## src/rtl/simmem_pkg.sv

```systemverilog
// rtl/simmem_pkg.sv - shared widths and slot record for the simulated-memory write-response scheduler
package simmem_pkg;

    localparam int DelayWidth          = 6;
    localparam int IDWidth             = 4;
    localparam int WriteRespSchedSlots = 8;

    typedef struct packed {
        logic                  valid;
        logic [IDWidth-1:0]    id;
        logic [DelayWidth-1:0] counter;
    } wresp_sched_slot_t;

endpackage

```

## src/rtl/simmem_delay_slot.sv

```systemverilog
// rtl/simmem_delay_slot.sv - one tracked write: loads ID and latency, counts down, reports expiry
module simmem_delay_slot
    import simmem_pkg::*;
(
    input  logic                  clk_i,
    input  logic                  rst_ni,
    input  logic                  load_i,
    input  logic [IDWidth-1:0]    id_i,
    input  logic [DelayWidth-1:0] delay_i,
    input  logic                  free_i,
    output logic                  valid_o,
    output logic [IDWidth-1:0]    id_o,
    output logic                  expired_o
);

    wresp_sched_slot_t slot_q, slot_d;

    always_comb begin
        slot_d = slot_q;
        if (slot_q.valid && (slot_q.counter != '0)) begin
            slot_d.counter = slot_q.counter - 1'b1;
        end
        if (free_i) begin
            slot_d.valid = 1'b0;
        end
        // The top only loads a free slot, so load never collides with free.
        if (load_i) begin
            slot_d.valid   = 1'b1;
            slot_d.id      = id_i;
            slot_d.counter = delay_i;
        end
    end

    always_ff @(posedge clk_i or negedge rst_ni) begin
        if (!rst_ni) begin
            slot_q <= '0;
        end else begin
            slot_q <= slot_d;
        end
    end

    assign valid_o   = slot_q.valid;
    assign id_o      = slot_q.id;
    assign expired_o = slot_q.valid && (slot_q.counter == '0);

endmodule

```

## src/rtl/simmem_wresp_release_scheduler.sv

```systemverilog
// rtl/simmem_wresp_release_scheduler.sv - per-ID write-response release scheduler; SIMMEM_SCHED_OCCUPANCY_EN adds occupancy_o
module simmem_wresp_release_scheduler
    import simmem_pkg::*;
#(
    parameter int NumSlots = WriteRespSchedSlots,
    parameter int DelayW   = DelayWidth,
    parameter int IdW      = IDWidth,
    localparam int NumIds  = 2 ** IdW,
    localparam int OccW    = $clog2(NumSlots + 1)
) (
    input  logic              clk_i,
    input  logic              rst_ni,
    input  logic              waddr_valid_i,
    input  logic [IdW-1:0]    waddr_id_i,
    input  logic [DelayW-1:0] waddr_delay_i,
    output logic              waddr_ready_o,
    output logic [NumIds-1:0] release_en_o,
`ifdef SIMMEM_SCHED_OCCUPANCY_EN
    output logic [OccW-1:0]   occupancy_o,
`endif
    input  logic              released_valid_i,
    input  logic [IdW-1:0]    released_id_i
);

    logic [NumSlots-1:0] valid, expired, load, free, head, cand;
    logic [IdW-1:0]      slot_id [NumSlots];
    // older_q[i][j]: slot j was already live when slot i was allocated.
    logic [NumSlots-1:0] older_q [NumSlots];
    logic [NumSlots-1:0] alloc_onehot;
    logic                accept;

    for (genvar s = 0; s < NumSlots; s++) begin : g_slot
        simmem_delay_slot u_slot (
            .clk_i     (clk_i),
            .rst_ni    (rst_ni),
            .load_i    (load[s]),
            .id_i      (waddr_id_i),
            .delay_i   (waddr_delay_i),
            .free_i    (free[s]),
            .valid_o   (valid[s]),
            .id_o      (slot_id[s]),
            .expired_o (expired[s])
        );
    end

    assign waddr_ready_o = ~&valid;
    assign accept        = waddr_valid_i && waddr_ready_o;

    always_comb begin
        alloc_onehot = '0;
        for (int i = NumSlots - 1; i >= 0; i--) begin
            if (!valid[i]) begin
                alloc_onehot    = '0;
                alloc_onehot[i] = 1'b1;
            end
        end
    end

    assign load = accept ? alloc_onehot : '0;

    // A slot heads its ID queue when no live same-ID slot predates it.
    always_comb begin
        head = '0;
        for (int s = 0; s < NumSlots; s++) begin
            head[s] = valid[s];
            for (int j = 0; j < NumSlots; j++) begin
                if (valid[j] && older_q[s][j] && (slot_id[j] == slot_id[s])) begin
                    head[s] = 1'b0;
                end
            end
        end
    end

    assign cand = head & expired;

    always_comb begin
        release_en_o = '0;
        free         = '0;
        for (int s = 0; s < NumSlots; s++) begin
            if (cand[s]) begin
                release_en_o[slot_id[s]] = 1'b1;
            end
            free[s] = released_valid_i && cand[s] && (slot_id[s] == released_id_i);
        end
    end

    always_ff @(posedge clk_i or negedge rst_ni) begin
        if (!rst_ni) begin
            for (int i = 0; i < NumSlots; i++) begin
                older_q[i] <= '0;
            end
        end else begin
            for (int i = 0; i < NumSlots; i++) begin
                for (int j = 0; j < NumSlots; j++) begin
                    if (load[i]) begin
                        older_q[i][j] <= valid[j];
                    end else if (load[j]) begin
                        older_q[i][j] <= 1'b0;
                    end
                end
            end
        end
    end

`ifdef SIMMEM_SCHED_OCCUPANCY_EN
    always_comb begin
        occupancy_o = '0;
        for (int s = 0; s < NumSlots; s++) begin
            occupancy_o = occupancy_o + OccW'(valid[s]);
        end
    end
`endif

    illegal_release_a: assert property (@(posedge clk_i) disable iff (!rst_ni)
        released_valid_i |-> release_en_o[released_id_i])
        else $warning("wresp scheduler: release of ID %0d ignored, not enabled", released_id_i);

endmodule
```

## config.mk

```make
export PLATFORM = sky130hd
export DESIGN_NAME = simmem_wresp_release_scheduler
export DESIGN_NICKNAME = d
export VERILOG_FILES = /design/src/rtl/simmem_pkg.sv /design/src/rtl/simmem_delay_slot.sv /design/src/rtl/simmem_wresp_release_scheduler.sv
export SDC_FILE = /design/constraint.sdc
export NUM_CORES = 1
export LEC_CHECK = 0
export CAP_MARGIN = 30
export CORE_AREA = 2 2 151 153
export CTS_CLUSTER_DIAMETER = 100
export CTS_CLUSTER_SIZE = 40
export DETAILED_ROUTE_END_ITERATION = 7
export DIE_AREA = 0 0 153 155
export PLACE_DENSITY_LB_ADDON = 0.12
export SETUP_SLACK_MARGIN = 0.02
export SYNTH_ARGS = -nofsm -noshare
export SYNTH_HDL_FRONTEND = slang
export SYNTH_HIERARCHICAL = 1
export SYNTH_SLANG_ARGS = --single-unit
export TNS_END_PERCENT = 10
```

## constraint.sdc

```tcl
create_clock -name clk_i -period 3.3 [get_ports clk_i]
set_clock_uncertainty 0.1 [all_clocks]
set_input_delay 0.33 -clock clk_i [delete_from_list [all_inputs] [get_ports clk_i]]
set_output_delay 0.33 -clock clk_i [all_outputs]
set_load 0.005 [all_outputs]
```

==> metrics.yaml, run 1 <==
final_common_cell: "buf_4"
setup_viol: 16
multi_input_area_mm2: 0.00726
synth_top_area_share_pct: 33.8
finalMaxSlewViolations: 0
cp.arrival_ns: 3.19
hold_path.class: "register to register"
syn_avg_cell_area_um2: 8.68
yosysTopAreaCell: "dfrtp_1"
path_depth: 12
postSynth.asyncResetShare_pct: 100
max-cap-violations: 0
grt_pass1_wl_mm: 64.2
synth_warnings: 6
placed_area_mm2: 0.0131
drive_above_1_share_pct: 37.9
holdWs_ns: 0.380
boundaryPins: 35
violations: "negative setup slack"
crit_required_ns: 2.87
place_hpwl_mm: 29.5
regArea_mm2: 0.00384
clock.fmax_mhz: 276
yosysSeqAreaShare_pct: 33.8
grtUsageTotal_pct: 35.0
regToRegSetupSlack_ns: 0.51
ir_drop_mv: 0.358
grt-ovfl-total: 0
post_drt_wl_per_cell_um: 22.6
r2r_cells: 11
die_x_um: 153
grt_max_degree: 75
viasPerCell: 6.05
top_layer_used: "met4"
max-clock-path-buffers: 2
cp_top_family: "simple AND/OR/NAND/NOR gates"
synth.area.top_cells: "dfrtp_1 34%, xnor2_1 10%, nand2_1 5.1%"
h-tree-depth: 4
wl_met3_mm: 3.13
crit_path_end_kind: "primary output"
drtAntennaViolNets: 0
power_density_mw_per_mm2: 365
mostFrequentLayoutCells: "313 x buf_4, 150 x nand2_1, 126 x dfrtp_1"
synth_flop_cell: "dfrtp_1"
die_y_um: 155
root_buffer: "clkbuf_16"
clock_latency_ns: 0.43
initial_core_util_pct: 50.7
cts_sinks: 152
drc: 0
syn_area_mm2: 0.0113
holdPathStages: 2
firstDrtPassIters: 5
cp.buffers_inverters: 5
min_to: "older_q[40]"
grt_setup_unrepaired: "true"
synth_fp_nets: 1332
port_buffers: 34
final_area_mm2: 0.0155
worst_slew_pin_slew_ns: 0.746
grt_pass1_vias: 11279
p_leak_nw: 6.86
synthToLayoutAreaGrowth_pct: 37.6
cts_tree: "yes"
n_antenna_cell: 0
path_cells: "buf_4, xnor2_1, nand4_1, buf_4, o22ai_4, nor4_1, buf_4, buf_4, nand4_1, o2111ai_1, or4_1, buf_2"
wl_met1_mm: 17.7
num_vias: 11400
cts_buffers: 17
path_clk_slew_ns: 0.07
cpMaxStageDelayCell: "or4_1"
antenna_found_initial: 0
dp_slack_ns: -0.370
yosys_register_bits: 152
hold_viol: 0
gp_congestion: 0.976
n_fill_cell: 1666
synth_edf_count: 0
synthCells: 1298
maxSlewHeadroom_pct: 50.1
timing.rr.start: "g_slot[3].u_slot/valid_o"
core_mm2: 0.0222
routed_wl_mm: 42.5
cp_common_cell: "buf_4"
die_area_mm2: 0.0237
start_kind: "register"
synth_cell_type_count: 63
outcome: "complete, but fails checks"
met2_length_mm: 19.2
min_from: "older_q[40]"
cp_slowest_stage_delay_ns: 0.53
finalCritPeriodShare_pct: 110
final_util_pct: 69.7
min_period_ns: 3.62
core.rowCount: 55
layout_setup_ws_ns: -0.319
worstReg2RegEnd: "g_slot[6].u_slot/slot_q[3]"
layout.nets: 1621
drtIter0Drc: 1156
path_class: "register to primary output"
cp_max_fo: 6
where the power goes:
part / internal (mW) / total [mW] / switching [mW]
sequential: 1.96 / 2.04 / 0.0768
combinational: 0.711 / 1.50 / 0.785
clock: 1.23 / 2.13 / 0.899
metal layers:
layer,GRT usage (%),vias up
li1,-,5179
met1,45.6,5540
met2,56.2,525
met3,5.71,156
met4,18.8,0
met5,0,-
cell type report:
| type | count | area share (%) |
|---|---|---|
| flip-flops and latches | 152 | 24.7 |
| clock buffers | 18 | 2.77 |
| inverters | 42 | 1.02 |
| well taps | 285 | 2.30 |
| clock inverters | 14 | 1.31 |
| repair buffers | 394 | 21.1 |
| multi-input cells | 980 | 46.8 |
worst max path at each step:
stage                     slack (ns)                        from                       end
after global placement         -0.41  g_slot[7].u_slot/slot_q[4]          release_en_o[13]
after detailed placement       -0.37  g_slot[7].u_slot/slot_q[4]           release_en_o[0]
after global routing           -0.40    g_slot[3].u_slot/id_o[2]           release_en_o[3]
final                          -0.32    g_slot[3].u_slot/id_o[0]           release_en_o[3]
after CTS                      -0.24    g_slot[2].u_slot/id_o[1]           release_en_o[3]
after floorplan                 0.62    g_slot[4].u_slot/valid_o  g_slot[7].u_slot/id_o[0]
repair_timing:
action                                 CTS  global route
pin swaps                               89            54
buffers inserted                        90            26
setup endpoints to repair               16            16
gates resized for setup                202            48
endpoints found under the hold margin   71             0
hold buffers                             1             0
tightest hold or removal path: stages, from the launching register on:
cell     delay, ns
dfrtp_1       0.34
nand2_1       0.05
nand2_1       0.05
metrics by stage:
| step | power [mW] | setup TNS (ns) | cells |
|---|---|---|---|
| 6_report | 5.67 | -3.35 | 1885 |
| 5_1_grt | 5.87 | -4.71 | 1885 |
| 4_1_cts | 5.57 | -2.90 | 1861 |
| 3_5_place_dp | 3.24 | -4.68 | 1740 |
| 3_3_place_gp | 3.22 | -4.85 | 1740 |
| 2_1_floorplan | 2.78 | 0 | 1298 |
cell usage after synthesis (all sizes together), types with 14 or more instances:
cell type,number
o22ai,41
clkbuf,30
ha,16
or3,20
nand4,55
o31ai,16
o21ai,43
nand2,152
nor2b,21
inv,33
a21oi,40
buf,94
mux2,32
nor3,27
nor2,104
xnor2,128
nor3b,18
nand3b,14
a31oi,16
nand3,29
dfrtp,152
xor2,24
nand2b,26
registers in the layout, summed over array words and instances, names as in the netlist:
signal                 flops
older_q                   64
g_slot.u_slot/slot_q      48
g_slot.u_slot/id_o        32
g_slot.u_slot/valid_o      8
logic make-up (layout without fill, tap and decap cells):
logic type / after synthesis / count (layout) / share of synthesized area, %
adder cells (fa/ha/maj): 16 / 16 / 1.78
multiplexers: 32 / 32 / 3.20
buffers and inverters: 166 / 468 / 8.77
flip-flops: 152 / 152 / 33.8
AO/OA/AOI/OAI: 244 / 244 / 14.9
AND/OR/NAND/NOR: 536 / 536 / 25.8
XOR/XNOR: 152 / 152 / 11.8
No activity file was read; power rests on OpenSTA's default activity.
==> run 2, diff against run 1 <==
--- a/config.mk
+++ b/config.mk
@@ -17,4 +17,3 @@
 export SYNTH_HDL_FRONTEND = slang
 export SYNTH_HIERARCHICAL = 1
 export SYNTH_SLANG_ARGS = --single-unit
-export TNS_END_PERCENT = 10
==> metrics.yaml, run 2 (same netlist as run 1, synthesis figures left out) <==
die_x_um: 153  # unchanged
mostFrequentLayoutCells: "295 x buf_4, 149 x nand2_1, 125 x dfrtp_1"  # was 313 x buf_4, 150 x nand2_1, 126 x dfrtp_1
die_area_mm2: 0.0237  # unchanged
outcome: "complete, but fails checks"  # unchanged
grt_setup_unrepaired: "true"  # unchanged
num_vias: 11715  # was 11400
cp.arrival_ns: 3.21  # was 3.19 ns
cpMaxStageDelayCell: "or4_1"  # unchanged
antenna_found_initial: 0  # unchanged
post_drt_wl_per_cell_um: 23.4  # was 22.6 µm
grt_pass1_vias: 11442  # was 11279
boundaryPins: 35  # unchanged
firstDrtPassIters: 7  # was 5
cts_buffers: 17  # unchanged
cts_sinks: 152  # unchanged
core.rowCount: 55  # unchanged
max-cap-violations: 0  # unchanged
power_density_mw_per_mm2: 361  # was 365 mW/mm²
final_common_cell: "buf_4"  # unchanged
crit_path_end_kind: "primary output"  # unchanged
crit_path_start: "g_slot[4].u_slot/id_o[1]"  # was g_slot[3].u_slot/id_o[0]
clock.fmax_mhz: 274  # was 276 MHz
grt_pass1_wl_mm: 65.6  # was 64.2 mm
place_hpwl_mm: 29.5  # unchanged
dp_slack_ns: -0.370  # unchanged
min_period_ns: 3.64  # was 3.62 ns
die_y_um: 155  # unchanged
viasPerCell: 6.18  # was 6.05
drc: 0  # unchanged
largest_reg_flops: 64  # unchanged
drive_above_1_share_pct: 40.4  # was 37.9%
path_class: "register to primary output"  # unchanged
timing.rr.start: "g_slot[3].u_slot/valid_o"  # unchanged
cp_slowest_stage_delay_ns: 0.54  # was 0.53 ns
start_kind: "register"  # unchanged
core_mm2: 0.0222  # unchanged
drtIter0Drc: 1247  # was 1156
hold_path.class: "register to register"  # unchanged
ir_drop_mv: 0.330  # was 0.358 mV
routed_wl_mm: 44.4  # was 42.5 mm
fin_cells: 1895  # was 1885
hold_viol: 0  # unchanged
holdWs_ns: 0.377  # was 0.380 ns
layout.nets: 1631  # was 1621
finalCritPeriodShare_pct: 110  # about the same
grt-ovfl-total: 0  # unchanged
drtAntennaViolNets: 0  # unchanged
worst_slew_pin_slew_ns: 0.758  # was 0.746 ns
path_cells: "buf_4, xnor2_2, nand4_1, buf_4, o22ai_4, nor4_2, buf_4, buf_6, nand4_1, o2111ai_1, or4_1, buf_2"  # was buf_4, xnor2_1, nand4_1, buf_4, o22ai_4, nor4_1, buf_4, buf_4, nand4_1, o2111ai_1, or4_1, buf_2
worstReg2RegEnd: "g_slot[6].u_slot/slot_q[3]"  # unchanged
max-clock-path-buffers: 2  # unchanged
grtUsageTotal_pct: 35.9  # was 35.0%
gp_congestion: 0.976  # unchanged
setup_viol: 16  # unchanged
cts_tree: "yes"  # unchanged
crit_required_ns: 2.87  # about the same
n_antenna_cell: 0  # unchanged
r2r_cells: 11  # unchanged
initial_core_util_pct: 50.7  # unchanged
layout_setup_ws_ns: -0.344  # was -0.319 ns
synthToLayoutAreaGrowth_pct: 41.1  # was 37.6%
grt_max_degree: 75  # unchanged
path_clk_slew_ns: 0.07  # about the same
dp_cells: 1740  # unchanged
crit_end: "release_en_o[3]"  # unchanged
root_buffer: "clkbuf_16"  # unchanged
regMostFlops: "older_q"  # unchanged
port_buffers: 34  # unchanged
h-tree-depth: 4  # unchanged
finalMaxSlewViolations: 0  # unchanged
regToRegSetupSlack_ns: 0.50  # was 0.51 ns
clock_latency_ns: 0.44  # was 0.43 ns
cp_common_cell: "buf_4"  # unchanged
maxSlewHeadroom_pct: 49.3  # was 50.1%
p_leak_nw: 6.96  # was 6.86 nW
cp_max_fo: 6  # unchanged
violations: "negative setup slack"  # unchanged
final_util_pct: 71.5  # was 69.7%
fin_setup_tns_ns: -4.30  # was -3.35 ns
run 2: per-stage QoR:
step	instance area [µm²]	total power, mW
after global placement	13100	3.22
after CTS	15400	5.58
after detailed placement	13100	3.24
final	15900	5.73
after global routing	15900	5.90
after floorplan	11300	2.78
run 2: per-layer routing:
| layer | track usage (%) | vias to the layer above | share of wire [%] | wire, µm |
|---|---|---|---|---|
| li1 | - | 5203 | - | - |
| met1 | 46.5 | 5685 | 41 | 18000 |
| met2 | 57.1 | 647 | 45 | 20000 |
| met3 | 5.77 | 180 | 8.3 | 3690 |
| met4 | 21.2 | 0 | 6.1 | 2710 |
| met5 | 0 | - | 0 | 0 |
run 2: timing repair:
| action | CTS | global route |
|---|---|---|
| hold endpoints to repair | 71 | 0 |
| setup buffers | 105 | 26 |
| resized for setup | 259 | 63 |
| hold buffers | 1 | 0 |
| pin swaps | 107 | 58 |
| endpoints found under the setup margin | 16 | 16 |
run 2: worst min-delay path by stage:
stage,start,end,slack [ns],cells past startpoint
after floorplan,rst_ni,g_slot[0].u_slot/id_o[0],-0.07,0
after global placement,rst_ni,g_slot[5].u_slot/id_o[3],0.31,1
after detailed placement,rst_ni,g_slot[5].u_slot/id_o[3],0.32,1
after CTS,older_q[26],older_q[26],0.38,2
after global routing,older_q[4],older_q[4],0.39,1
final,older_q[49],older_q[49],0.38,1
run 2: worst max-delay path: cells and delay by family, from the launching register on:
family / cells / cell delay [ns]
AOI/OAI and AO/OA: 2 / 0.27
DFF: 1 / 0.43
xor gates and xnor gates: 1 / 0.16
and+or+nand+nor: 4 / 1.00
buffers and inverters: 5 / 0.90
run 2: where the power goes:
part | leakage, nW | switching (mW) | total [mW] | internal (mW)
combinational | 4.71 | 0.817 | 1.54 | 0.721
sequential | 1.94 | 0.0793 | 2.04 | 1.96
clock | 0.307 | 0.925 | 2.15 | 1.23
run 2: cell type report:
class,instances,area [µm²]
clock buffers,18,429
clock inverters,14,203
fillers,1629,6340
inverters,42,158
multi-input cells,980,7460
flip-flops and latches,152,3840
well taps,285,357
repair buffers,404,3450
==> run 3, diff against run 2 <==
--- a/config.mk
+++ b/config.mk
@@ -6,11 +6,13 @@
 export NUM_CORES = 1
 export LEC_CHECK = 0
 export CAP_MARGIN = 30
-export CORE_AREA = 2 2 151 153
+export CELL_PAD_IN_SITES_DETAIL_PLACEMENT = 1
+export CELL_PAD_IN_SITES_GLOBAL_PLACEMENT = 1
+export CORE_AREA = 2 2 164 166
 export CTS_CLUSTER_DIAMETER = 100
 export CTS_CLUSTER_SIZE = 40
 export DETAILED_ROUTE_END_ITERATION = 7
-export DIE_AREA = 0 0 153 155
+export DIE_AREA = 0 0 166 168
 export PLACE_DENSITY_LB_ADDON = 0.12
 export SETUP_SLACK_MARGIN = 0.02
 export SYNTH_ARGS = -nofsm -noshare
==> constraint.sdc (replaced) <==
create_clock -name clk_i -period 3.1 [get_ports clk_i]
set_clock_uncertainty 0.1 [all_clocks]
set_input_delay 0.31 -clock clk_i [delete_from_list [all_inputs] [get_ports clk_i]]
set_output_delay 0.31 -clock clk_i [all_outputs]
set_load 0.005 [all_outputs]
==> metrics.yaml, run 3 (same netlist as run 1, synthesis figures left out) <==
grt_util_met3_pct: 5.76  # was 5.77%
max-clock-path-buffers: 2  # unchanged
firstDrtPassIters: 5  # was 7
grtUsageTotal_pct: 36.7  # was 35.9%
boundaryPins: 35  # unchanged
grt_pass1_vias: 12675  # was 11442
layout_setup_ws_ns: -0.623  # was -0.344 ns
gp_congestion: 0.944  # was 0.976
swShare_pct: 34.2  # was 31.8%
n_fill_cell: 2972  # was 1629
cp_max_fo: 8  # was 6
clock_latency_ns: 0.45  # was 0.44 ns
clock.fmax_mhz: 269
outcome: "complete, but fails checks"  # unchanged
crit_required_ns: 2.69  # was 2.87 ns
top_usage_layer: "met2"  # unchanged
crit_path_start: "g_slot[3].u_slot/id_o[2]"  # was g_slot[4].u_slot/id_o[1]
crit_path_end_kind: "primary output"  # unchanged
regToRegSetupSlack_ns: 0.12  # was 0.50 ns
routed_wl_mm: 52.1  # was 44.4 mm
max-cap-violations: 0  # unchanged
h-tree-depth: 4  # unchanged
fin_setup_tns_ns: -8.98  # was -4.30 ns
die_area_mm2: 0.0279  # was 0.0237 mm²
regArea_mm2: 0.00382  # was 0.00384 mm²
antenna_found_initial: 1  # was 0
drive_above_1_share_pct: 37.5  # was 40.4%
finalMaxSlewViolations: 0  # unchanged
layout.nets: 1589  # was 1631
path_class: "register to primary output"  # unchanged
grt_pass1_wl_mm: 78.2  # was 65.6 mm
cts_buffers: 17  # unchanged
grt_setup_unrepaired: "true"  # unchanged
drc: 0  # unchanged
finalCritPeriodShare_pct: 120
grt_util_met1_pct: 46.1  # was 46.5%
path_clk_slew_ns: 0.08  # was 0.07 ns
drtIter0Drc: 949  # was 1247
port_buffers: 34  # unchanged
r2r_cells: 11  # unchanged
timing.rr.start: "g_slot[1].u_slot/valid_o"  # was g_slot[3].u_slot/valid_o
power_density_mw_per_mm2: 370  # was 361 mW/mm²
combPwrFrac_pct: 25.7  # was 26.8%
cts_tree: "yes"  # unchanged
placed_area_mm2: 0.0131  # about the same
setup_viol: 16  # unchanged
ir_drop_mv: 0.274  # was 0.330 mV
violations: "negative setup slack"  # unchanged
start_kind: "register"  # unchanged
grtUsageMet2_pct: 60.5  # was 57.1%
internal_power_mw: 3.79  # was 3.91 mW
power_switching_mw: 1.97  # was 1.82 mW
die_y_um: 168  # was 155 µm
place_hpwl_mm: 33.3  # was 29.5 mm
final_area_mm2: 0.0156  # was 0.0159 mm²
viasPerCell: 6.23  # was 6.18
multi_input_area_mm2: 0.00745  # was 0.00746 mm²
post_drt_wl_per_cell_um: 27.3  # was 23.4 µm
worst_slew_pin_slew_ns: 0.804  # was 0.758 ns
maxSlewHeadroom_pct: 46.2  # was 49.3%
core.rowCount: 60  # was 55
cts_sinks: 152  # unchanged
core_mm2: 0.0264  # was 0.0222 mm²
synthToLayoutAreaGrowth_pct: 38.3  # was 41.1%
grt_max_degree: 57  # was 75
num_vias: 11901  # was 11715
final_common_cell: "buf_4"  # unchanged
hold_path.class: "input port to async pin"  # was register to register
mostFrequentLayoutCells: "268 x buf_4, 150 x nand2_1, 139 x dfrtp_1"  # was 295 x buf_4, 149 x nand2_1, 125 x dfrtp_1
die_x_um: 166  # was 153 µm
drtAntennaViolNets: 0  # unchanged
root_buffer: "clkbuf_16"  # unchanged
min_period_ns: 3.72
hold_viol: 0  # unchanged
regMostFlops: "older_q"  # unchanged
clkPwrFrac_pct: 36.7  # was 37.6%
cp.arrival_ns: 3.31  # was 3.21 ns
p_leak_nw: 6.72  # was 6.96 nW
initial_core_util_pct: 42.7  # was 50.7%
largest_reg_flops: 64  # unchanged
grt-ovfl-total: 0  # unchanged
worstReg2RegEnd: "g_slot[5].u_slot/slot_q[0]"  # was g_slot[6].u_slot/slot_q[3]
p_seq_share_pct: 37.5  # was 35.6%
## run 3: repair_timing
item,4_1_cts,5_1_grt
endpoints found under the hold margin,53,0
pin swaps,94,42
resized for setup,247,44
setup endpoints to repair,16,17
hold buffers,1,0
gates cloned,1,1
buffers inserted,76,17
## run 3: worst max-delay path by stage
stage,endpoint,slack (ns),cells past startpoint
4_1_cts,release_en_o[0],-0.51,12
2_1_floorplan,g_slot[7].u_slot/id_o[0],0.42,10
6_report,release_en_o[3],-0.62,12
3_3_place_gp,release_en_o[2],-0.74,10
5_1_grt,release_en_o[3],-0.70,12
3_5_place_dp,release_en_o[2],-0.71,10
## run 3: final cells by class
type,instances,share of cell area [%]
inverter,42,1.01
timing repair buffer,362,20.3
antenna,1,0.0161
clock buffer,18,2.75
clock inverter,14,0.867
sequential,152,24.5
tap,341,2.74
multi-input combinational,980,47.8
## run 3: metrics by stage
stage / total power, mW / util, % / setup WS (ns) / hold WS [ns] / instances
5_1_grt: 5.95 / 59.1 / -0.698 / 0.375 / 1909
6_report: 5.77 / 59.1 / -0.623 / 0.322 / 1910
3_5_place_dp: 3.43 / 49.8 / -0.705 / 0.242 / 1784
4_1_cts: 5.62 / 57.6 / -0.507 / 0.340 / 1892
2_1_floorplan: 2.96 / - / 0.424 / -0.0856 / 1298
3_3_place_gp: 3.40 / 49.8 / -0.738 / 0.244 / 1783
## run 3: worst max-delay path: stages (launching register included)
cell and delay (ns):
dfrtp_1 0.43, buf_4 0.22, xnor2_2 0.18, nand4_1 0.34, buf_4 0.28, o22ai_2 0.09, nor4_1 0.07, buf_4 0.18
buf_12 0.15, nand4_1 0.12, o2111ai_2 0.17, or4_1 0.50, buf_2 0.14
## run 3: power groups by stage
stage / sequential [mW] / clock [mW] / combinational, mW
after floorplan: 2.18 / 0 / 0.780
after global placement: 2.18 / 0 / 1.21
after detailed placement: 2.19 / 0 / 1.24
after CTS: 2.15 / 2.09 / 1.37
after global routing: 2.17 / 2.20 / 1.58
final: 2.16 / 2.12 / 1.48
## run 3: metal layers
metal	share of wire, %	up-vias
met3	6.7	224
met4	6.6	0
met2	47	576
met1	40	5991
met5	0	-
li1	-	5110
==> patch, RTL diff (settings of run 2) <==
Reset style: synchronous (`rst_ni`), changed in 2 clocked blocks.
--- a/src/rtl/simmem_delay_slot.sv
+++ b/src/rtl/simmem_delay_slot.sv
@@ -31,7 +31,7 @@
         end
     end
 
-    always_ff @(posedge clk_i or negedge rst_ni) begin
+    always_ff @(posedge clk_i) begin
         if (!rst_ni) begin
             slot_q <= '0;
         end else begin
--- a/src/rtl/simmem_wresp_release_scheduler.sv
+++ b/src/rtl/simmem_wresp_release_scheduler.sv
@@ -84,7 +84,7 @@
         end
     end
 
-    always_ff @(posedge clk_i or negedge rst_ni) begin
+    always_ff @(posedge clk_i) begin
         if (!rst_ni) begin
             for (int i = 0; i < NumSlots; i++) begin
                 older_q[i] <= '0;
Function: differs if rst_ni is asserted again (counterexample within 4 cycles, from zero or initial values and one cycle with rst_ni low); with rst_ni held inactive, the same outputs for 4 cycles.
==> patch against run 2 <==
The run still ends with negative setup slack left. Cell area down 6.8%. First-iteration DRC count down 32%. Register-to-register slack better by 180 ps. Sequential cell count unchanged. Synthesized area down 0.92%. Setup slack better by 110 ps. Wire length down 15%. Global-route usage down 4.3 points. Count of clock-buffer cells in the layout up 3.
Power is not compared: it rests on default switching activity, and its combinational part moved more than twofold at a synthesized area within 25%.
==> patch: results <==
run_status:
  outcome: "finished, violations left"
  violations: "negative setup slack"
final_layout:
  drive_above_1_share: 0.356
  final_nets: 1555
global_routing:
  antenna_found_initial: 1
  grt_pass1_vias: 10200
  grt_first_pass_wirelength_um: 58300
  grt_usage: 0.316
  grt_use_met2: 0.531
  grt_use_met3: 0.0443
  grt_max_degree: 74
  met1_usage: 0.409
timing:
  fin_tns_setup_ps: -1250
  finalSetupViolations: 14
  fin_ws_ps: -237
  tightest_slew_ps: 669
cts:
  clockBufferDepth: 2
  htree_num_levels: 4
synth:
  synth_cell_type_count: 61
  synth_flop_cell: "dfxtp_1"
  synth.area.top_cells: "edfxtp_1 (17%), dfxtp_1 (16%), xnor2_1 (10%)"
  ys_top_cells_by_count: "nand2_1 (155), xnor2_1 (128), nor2_1 (103)"
  synth-edff-count: 64
  async_flop_share: 0
  seq_area_frac_synth: 0.330
setup_path:
  reg2regPathDepth: 15
  reg2reg_from: "g_slot[7].u_slot/slot_q[1]"
  crit_path_start: "g_slot[2].u_slot/slot_q[1]"
  arrival_ps: 3110
routing:
  drtPass1Iterations: 5
  first_iter_violations: 852
  routed_wl_um: 37700
  vias: 10500
placed_design:
  gp_congestion: 0.978
  detailed_place_hpwl_um: 27600
hold_path:
  hold_class: "in -> reg"
  min_path_cells: 4
  hold_path_startpoint: "rst_ni"
==> patch: cell count changes in the layout (fill, tap and decap cells not counted), sizes merged, moves of 21 or more <==
cell	change
buf	-78
dfrtp	-152
dfxtp	+88
edfxtp	+64
mux2	-24
mux2i	+32
nor2b	+21
o21ai	+25
==> patch: final timing paths <==
kind	endpoint	slack, ps
setup / recovery	release_en_o[3]	-240
hold / removal	g_slot[6].u_slot/slot_q[1]	350
setup reg to reg	g_slot[7].u_slot/valid_o	680
hold reg to reg	g_slot[7].u_slot/slot_q[4]	420
==> patch: repair_timing <==
action,in CTS,in global routing
gates resized for setup,185,126
hold buffers,0,0
setup buffers,40,37
setup endpoints to repair,16,16
pin swaps,44,54
==> patch: per-stage QoR <==
stage | util | worst slack, ps | total power (W) | instances | cell area (µm²)
after floorplan | - | 566 | 0.00243 | 1319 | 11200
after global placement | 0.573 | -427 | 0.00264 | 1712 | 12700
after detailed placement | 0.573 | -478 | 0.00265 | 1713 | 12700
after CTS | 0.630 | -369 | 0.00465 | 1785 | 14000
after global routing | 0.666 | -339 | 0.00481 | 1819 | 14800
final | 0.666 | -237 | 0.00466 | 1819 | 14800
==> patch: area by class of cell <==
type | count | area (µm²)
fillers | 1838 | 7420
multi-input cells | 973 | 7140
flip-flops and latches | 152 | 3790
clock buffers | 21 | 503
well taps | 285 | 357
repair buffers | 325 | 2720
clock inverters | 11 | 103
inverters | 52 | 195
==> patch: cells by family after synthesis <==
logic type / after synthesis / share of synthesized area
AOI/OAI and AO/OA: 217 / 0.130
xor gates and xnor gates: 168 / 0.132
adders and majority gates: 16 / 0.0179
buffers and inverters: 194 / 0.0990
DFF: 152 / 0.330
muxes: 40 / 0.0368
other: 1 / 0.000336
and+or+nand+nor: 526 / 0.254
==> patch: critical path, stage by stage, from the launching register on <==
cell and delay, ps:
dfxtp_2 320, inv_2 70, ha_4 120, or2b_1 250
nor2_2 120, and2_4 160, nand2_4 50, nor2_4 170
o21ai_2 100, nor4_4 150, buf_6 160, or3b_4 410
buf_6 140, o2111ai_4 180, or4_4 160, buf_6 90
==> patch: metal layers <==
metal	wire, µm	part of all wire	vias to the layer above
met1	15900	0.42	5098
li1	-	-	4929
met5	0	0	-
met2	18100	0.48	385
met4	1300	0.034	0
met3	2360	0.063	93
==> patch: power groups by stage <==
| stage | Sequential, W | Combinational [W] | Clock (W) |
|---|---|---|---|
| finish | 0.00206 | 0.000591 | 0.00202 |
| floorplan | 0.00209 | 0.000339 | 0 |
| global placement | 0.00211 | 0.000540 | 0 |
| detailed placement | 0.00211 | 0.000547 | 0 |
| global route | 0.00206 | 0.000643 | 0.00211 |
| CTS | 0.00206 | 0.000565 | 0.00203 |
